File: src/rtl/noc_pkg.sv
// -----------------------------------------------------------------------------
// noc_pkg
//  Shared definitions for the NoC router datapath.
//  - Flit geometry: DATAW-bit flit = {type[TYPEW-1:0], payload[PAYLOADW-1:0]},
//    with the type field in the MSBs.
//  - Virtual-channel id width and crossbar select width.
//  - Flit type codes and input port indices used by the crossbar output mux.
// -----------------------------------------------------------------------------
package noc_pkg;

   localparam int DATAW    = 67;
   localparam int VCHW     = 1;
   localparam int SELW     = 5;
   localparam int TYPEW    = 3;
   localparam int PAYLOADW = DATAW - TYPEW;

   // Flit type codes carried in the top TYPEW bits of every flit.
   typedef enum logic [TYPEW-1:0] {
      TYPE_NONE = 3'h0,
      TYPE_HEAD = 3'h1,
      TYPE_DATA = 3'h2,
      TYPE_TAIL = 3'h3
   } flit_type_e;

   // Input port indices; also the bit positions of the one-hot grant.
   localparam int PORT_0 = 0;
   localparam int PORT_1 = 1;

   // Assemble a flit from its type code and payload.
   function automatic logic [DATAW-1:0] make_flit(input flit_type_e   ftype,
                                                  input logic [PAYLOADW-1:0] payload);
      return {ftype, payload};
   endfunction

endpackage : noc_pkg

File: src/rtl/mux_2to1.sv
// -----------------------------------------------------------------------------
// mux_2to1
//  Two-input flit multiplexer for the router crossbar output stage. A one-hot
//  grant picks one input port; its {data, valid, vch} bundle is forwarded as a
//  unit to the single output. Flit contents pass through uninterpreted.
//
//  Parameters
//   DATAW   flit width ({type, payload}, type in the MSBs)
//   VCHW    virtual-channel id width
//   SELW    select width (router port count); only sel[1:0] is decoded
//   REG_OUT 1 = registered output (1-cycle latency), 0 = combinational
//
//  Ports
//   clk       in   system clock, rising edge
//   rst       in   asynchronous reset, active-high
//   idata_0   in   flit from input port 0
//   ivalid_0  in   flit valid, port 0
//   ivch_0    in   VC id, port 0
//   idata_1   in   flit from input port 1
//   ivalid_1  in   flit valid, port 1
//   ivch_1    in   VC id, port 1
//   sel       in   one-hot grant: sel[0] -> port 0, sel[1] -> port 1
//   odata     out  selected flit
//   ovalid    out  selected valid
//   ovch      out  selected VC id
//   sel_err   out  sticky: sel[1:0] == 2'b11 observed since reset
// -----------------------------------------------------------------------------
module mux_2to1 #(
   parameter int DATAW   = noc_pkg::DATAW,
   parameter int VCHW    = noc_pkg::VCHW,
   parameter int SELW    = noc_pkg::SELW,
   parameter bit REG_OUT = 1'b1
) (
   input  logic             clk,
   input  logic             rst,
   input  logic [DATAW-1:0] idata_0,
   input  logic             ivalid_0,
   input  logic [VCHW-1:0]  ivch_0,
   input  logic [DATAW-1:0] idata_1,
   input  logic             ivalid_1,
   input  logic [VCHW-1:0]  ivch_1,
   input  logic [SELW-1:0]  sel,
   output logic [DATAW-1:0] odata,
   output logic             ovalid,
   output logic [VCHW-1:0]  ovch,
   output logic             sel_err
);

   import noc_pkg::*;

   // Only the two grant bits for this mux are decoded.
   logic [1:0] grant;
   assign grant = sel[1:0];

   // Upper grant bits belong to other crossbar columns and are ignored here.
   generate
      if (SELW > 2) begin : g_sel_hi
         logic unused_sel_hi;
         assign unused_sel_hi = ^sel[SELW-1:2];
      end
   endgenerate

   // ---------------------------------------------------------------------------
   // Combinational select. A double grant is resolved in favour of port 0 so the
   // output always carries one coherent bundle; the fault is flagged separately.
   // ---------------------------------------------------------------------------
   logic [DATAW-1:0] mux_data;
   logic             mux_valid;
   logic [VCHW-1:0]  mux_vch;

   always_comb begin
      // NOTE: every output of this block gets a default first, so no path through
      // the if/else leaves a variable unassigned and no latch is inferred.
      mux_data  = '0;
      mux_valid = 1'b0;
      mux_vch   = '0;
      if (grant[PORT_0]) begin
         mux_data  = idata_0;
         mux_valid = ivalid_0;
         mux_vch   = ivch_0;
      end else if (grant[PORT_1]) begin
         mux_data  = idata_1;
         mux_valid = ivalid_1;
         mux_vch   = ivch_1;
      end
   end

   // ---------------------------------------------------------------------------
   // Output stage: registered (1-cycle latency) or straight pass-through.
   // ---------------------------------------------------------------------------
   generate
      if (REG_OUT) begin : g_reg_out
         always_ff @(posedge clk or posedge rst) begin
            // NOTE: sequential state uses non-blocking assignments so every
            // register samples pre-edge values regardless of statement order.
            if (rst) begin
               odata  <= '0;
               ovalid <= 1'b0;
               ovch   <= '0;
            end else begin
               odata  <= mux_data;
               ovalid <= mux_valid;
               ovch   <= mux_vch;
            end
         end
      end else begin : g_comb_out
         assign odata  = mux_data;
         assign ovalid = mux_valid;
         assign ovch   = mux_vch;
      end
   endgenerate

   // ---------------------------------------------------------------------------
   // Sticky double-grant flag; always registered, cleared only by reset.
   // ---------------------------------------------------------------------------
   always_ff @(posedge clk or posedge rst) begin
      if (rst) begin
         sel_err <= 1'b0;
      end else if (grant == 2'b11) begin
         sel_err <= 1'b1;
      end
   end

endmodule : mux_2to1

File: config.mk
export PLATFORM = sky130hd
export DESIGN_NAME = mux_2to1
export DESIGN_NICKNAME = d
export VERILOG_FILES = /design/src/rtl/noc_pkg.sv /design/src/rtl/mux_2to1.sv
export SDC_FILE = /design/constraint.sdc
export NUM_CORES = 1
export LEC_CHECK = 0
export BUFFER_PORTS_ARGS = -buffer_cell sky130_fd_sc_hd__buf_2
export CELL_PAD_IN_SITES_DETAIL_PLACEMENT = 0
export CELL_PAD_IN_SITES_GLOBAL_PLACEMENT = 1
export CORE_MARGIN = 8
export CORE_UTILIZATION = 24
export CTS_CLUSTER_DIAMETER = 200
export DETAILED_ROUTE_END_ITERATION = 10
export GPL_TIMING_DRIVEN = 0
export MAX_ROUTING_LAYER = met4
export PLACE_DENSITY_LB_ADDON = 0.1
export SETUP_SLACK_MARGIN = 0.4
export SKIP_CTS_REPAIR_TIMING = 1
export SYNTH_ARGS = -nofsm -noshare
export SYNTH_HDL_FRONTEND = slang
export SYNTH_SLANG_ARGS = --single-unit
File: constraint.sdc
create_clock -name clk -period 1.9 [get_ports clk]
set_input_delay 0.19 -clock clk [delete_from_list [all_inputs] [get_ports clk]]
set_output_delay 0.19 -clock clk [all_outputs]
set_load 0.05 [all_outputs]
# Word level (Yosys, flattened, before mapping)
# Index checks and enable logic that the tools add are counted.
# classes
n_eq_ne	1
multipliers	0
addsub	0
order_cmp	0
mux	6
bitwise	0
n_reduce_logical	0
div	0
n_shift	0
# op_table
op	count
$mux 67	2
$mux 1	4
$eq 2x2->1 const B	1
# totals
n_memories	0
latch_bits	0
ramBits	0
in_bits	145
reg_bits	70
mem_bits_ro	0

# Logic depth before layout (Yosys ltp)
# depth
depth_word	2
mapped_depth	6

# Worst setup path before layout
# No wires, ideal clock.
# synth_timing
path_type	input to register
startpoint	in sel[0]
endpoint	reg odata[55]
t_required_ns	1.779
n_path_buf	4
stages	6
setup_slack_ns	0.908
arrival_ns	0.871
cell_sequence	buf_4 -> nor2b_2 -> buf_6 -> buf_6 -> buf_6 -> a22o_1
# synth_via
elab_chain_len	1
# synth_lines
item	line	rtl
start, declared	mux_2to1.sv:42	input logic [SELW-1:0] sel,
$mux 67	mux_2to1.sv:77	if (grant[PORT_0]) begin
named net mux_data[55]	mux_2to1.sv:67	logic [DATAW-1:0] mux_data;
end signal, assigned	mux_2to1.sv:101	odata <= mux_data;
end, declared	mux_2to1.sv:43	output logic [DATAW-1:0] odata,
# The timed path passes the listed nets, and every way through them passes these cells.
# A chain may end at the register's enable or synchronous reset.

# Final worst setup path
# layout_timing
startpoint	reg sel_err
endpoint	out sel_err
# layout_rtl
item	line	rtl
start, declared	mux_2to1.sv:46	output logic sel_err
start signal, assigned	mux_2to1.sv:118	sel_err <= 1'b0;
start signal, assigned	mux_2to1.sv:120	sel_err <= 1'b1;
# No word-level cell between the ends.

==> results.yml <==
run_status:
  status: "finished with violations"
  violations: "hold timing"
setup_path:
  ff2ff_setup_slack_ns: 1.27
  start_kind: "flop"
  cp_max_fo: 2
  endpoint_kind: "output pin"
  cp_cell_sequence: "buf_2"
  cpMaxStageDelayCell: "dfrtp_1"
  path_delay_family: "flip-flops"
  worst_r2r_path_depth: 1
  r2r-start: "sel_err$_DFFE_PP0N_"
  critPathKind: "flop to output pin"
  path_buf_inv: 1
  critPathMaxStageDelay_ns: 0.34
  worstPathArrival_ns: 0.95
  r2r_end: "sel_err$_DFFE_PP0N_"
  critPathRequiredTime_ns: 1.71
power_and_ir_drop:
  p_total_uw: 3650
  leakagePower_uw: 0.00215
  p_per_area_mw_per_mm2: 936
  vdd_drop_max_uv: 362
sta:
  setup_viol: 0
  hold_violations: 23
  max_freq_mhz: 879
  fin_tns_setup_ns: 0
  finalMaxSlewViolations: 0
  period_share_pct: 59.9
  hold_slack_ns: -0.00752
  slew-limit-headroom_pct: 47.1
  layout_min_cycle_time_ns: 1.14
  fin_skew_ns: 0
  tightest_slew_ns: 0.792
  grt_setup_unrepaired: "false"
clocking:
  cts_sinks: 70
  cts_tree: "done"
  cts.reportedPaths.clkPinSlew_ns: 0.08
  clk_latency_ns: 0.32
  cts_max_level: 3
  clockRootBuffer: "clkbuf_8"
  cts_buffer_depth: 2
  numCtsBuffers: 9
finish:
  antennaDiodeCount: 0
  ff_latch_area_mm2: 0.00175
  layout_commonest_cell: "buf_2"
  layout_common_cells: "buf_2 (215), dfrtp_1 (70), a22o_1 (69)"
  fill_cells: 1028
  drive_above_1_share_pct: 61.5
  finalNetCount: 525
  area_growth_pct: 58.1
  multi_input_area_um2: 621
placed_design:
  io_buffers: 210
  gp_congestion: 0.679
  dp_hpwl_um: 7260
die:
  initial_core_util_pct: 24.3
  die_area_mm2: 0.0138
  fp.dieW_um: 117
  io_pins: 215
  std_cell_rows: 37
  die_y_um: 117
  core_mm2: 0.0101
drt:
  via_count: 2239
  drc_errors: 0
  vias_per_cell: 4.31
  wirelength_um: 9030
  drt_iter0_markers: 76
  drtAntennaViolNets: 0
  first_pass_iters: 4
  wl_per_cell_um: 17.4
global_route:
  grt_first_pass_wirelength_um: 14100
  grt_antenna_before_repair: 0
  grt_start_max_net_pins: 38
  grt-ovfl-total: 0
  grtUsageTotal_pct: 13.3
  grt_pass1_vias: 2623
synthesis:
  avgSynthCellArea_um2: 15.6
  synth_cell_types: 9
  ys_warn_count: 0
  yosys.area.top_type: "dfrtp_1"
  ys_seq_area_share_pct: 71.0
  synthesis.nets: 303
  synth_area_mm2: 0.00247
  synth-seq-cells: 70
  synth_top_area_share_pct: 71.0
  yosys-top-cells-area: "dfrtp_1 (71%), a22o_1 (24%), buf_6 (1.4%)"
  synthCells: 158
job:
  maxCapViolCount: 0
min_path:
  hold_class: "input pin to asynchronous set/reset pin"
sequential cells by signal (all words and copies together) (netlist names):
signal,flops
odata,67
ovalid,1
ovch,1
sel_err,1
area by class of cell:
| type | count | share of cell area (%) |
|---|---|---|
| Buffer | 16 | 2.37 |
| Clock buffer | 11 | 3.62 |
| Clock inverter | 4 | 1.22 |
| Inverter | 1 | 0.192 |
| Multi-Input combinational cell | 71 | 15.9 |
| Sequential cell | 70 | 44.9 |
| Tap cell | 136 | 4.36 |
| Timing Repair Buffer | 211 | 27.4 |
routing by layer:
metal | wire, um | part of all wire, % | vias to the layer above | GRT usage [%]
li1 | - | - | 1043 | -
met1 | 3710 | 41 | 1064 | 14.9
met2 | 4550 | 50 | 121 | 22.1
met3 | 644 | 7.1 | 11 | 3.74
met4 | 126 | 1.4 | 0 | 5.43
met5 | 0 | 0 | - | -
where the power goes:
part | internal (uW) | total, uW | switching, uW
sequential | 1590 | 1620 | 24.0
combinational | 273 | 869 | 596
clock | 631 | 1170 | 535
cell usage after synthesis (all sizes together):
cell type	number
dfrtp	70
a22o	69
buf	9
inv	1
clkbuf	7
a21o	1
nor2b	1
stage by stage:
step	std cells	hold WS (ns)	worst slack [ns]	utilization (%)	area (um^2)
2_1_floorplan	158	0.311	0.908	-	2470
3_3_place_gp	504	0.407	0.333	36.4	3690
5_1_grt	520	0.0385	0.709	38.5	3900
4_1_cts	520	0.00621	0.734	38.5	3900
6_report	520	-0.00752	0.762	38.5	3900
3_5_place_dp	505	0.378	0.742	36.6	3710
cell families (layout without fill, tap and decap cells):
kind of cell    after synthesis  in the layout  share of synthesized area (%)
compound gates               70             70                           24.8
buf+inv                      17            243                           3.90
flops                        70             70                           71.0
simple gates                  1              1                          0.355
worst max-delay path by stage:
stage | start | end | slack, ns | cells after the start
final | sel_err$_DFFE_PP0N_ | sel_err | 0.76 | 1
after global routing | sel_err$_DFFE_PP0N_ | sel_err | 0.71 | 1
after CTS | sel_err$_DFFE_PP0N_ | sel_err | 0.73 | 1
after detailed placement | sel[1] | odata[58]$_DFF_PP0_ | 0.74 | 6
after global placement | rst | odata[8]$_DFF_PP0_ | 0.33 | 2
after floorplan | sel[0] | odata[55]$_DFF_PP0_ | 0.91 | 6
Note: power is estimated with default switching activity, not from simulation.
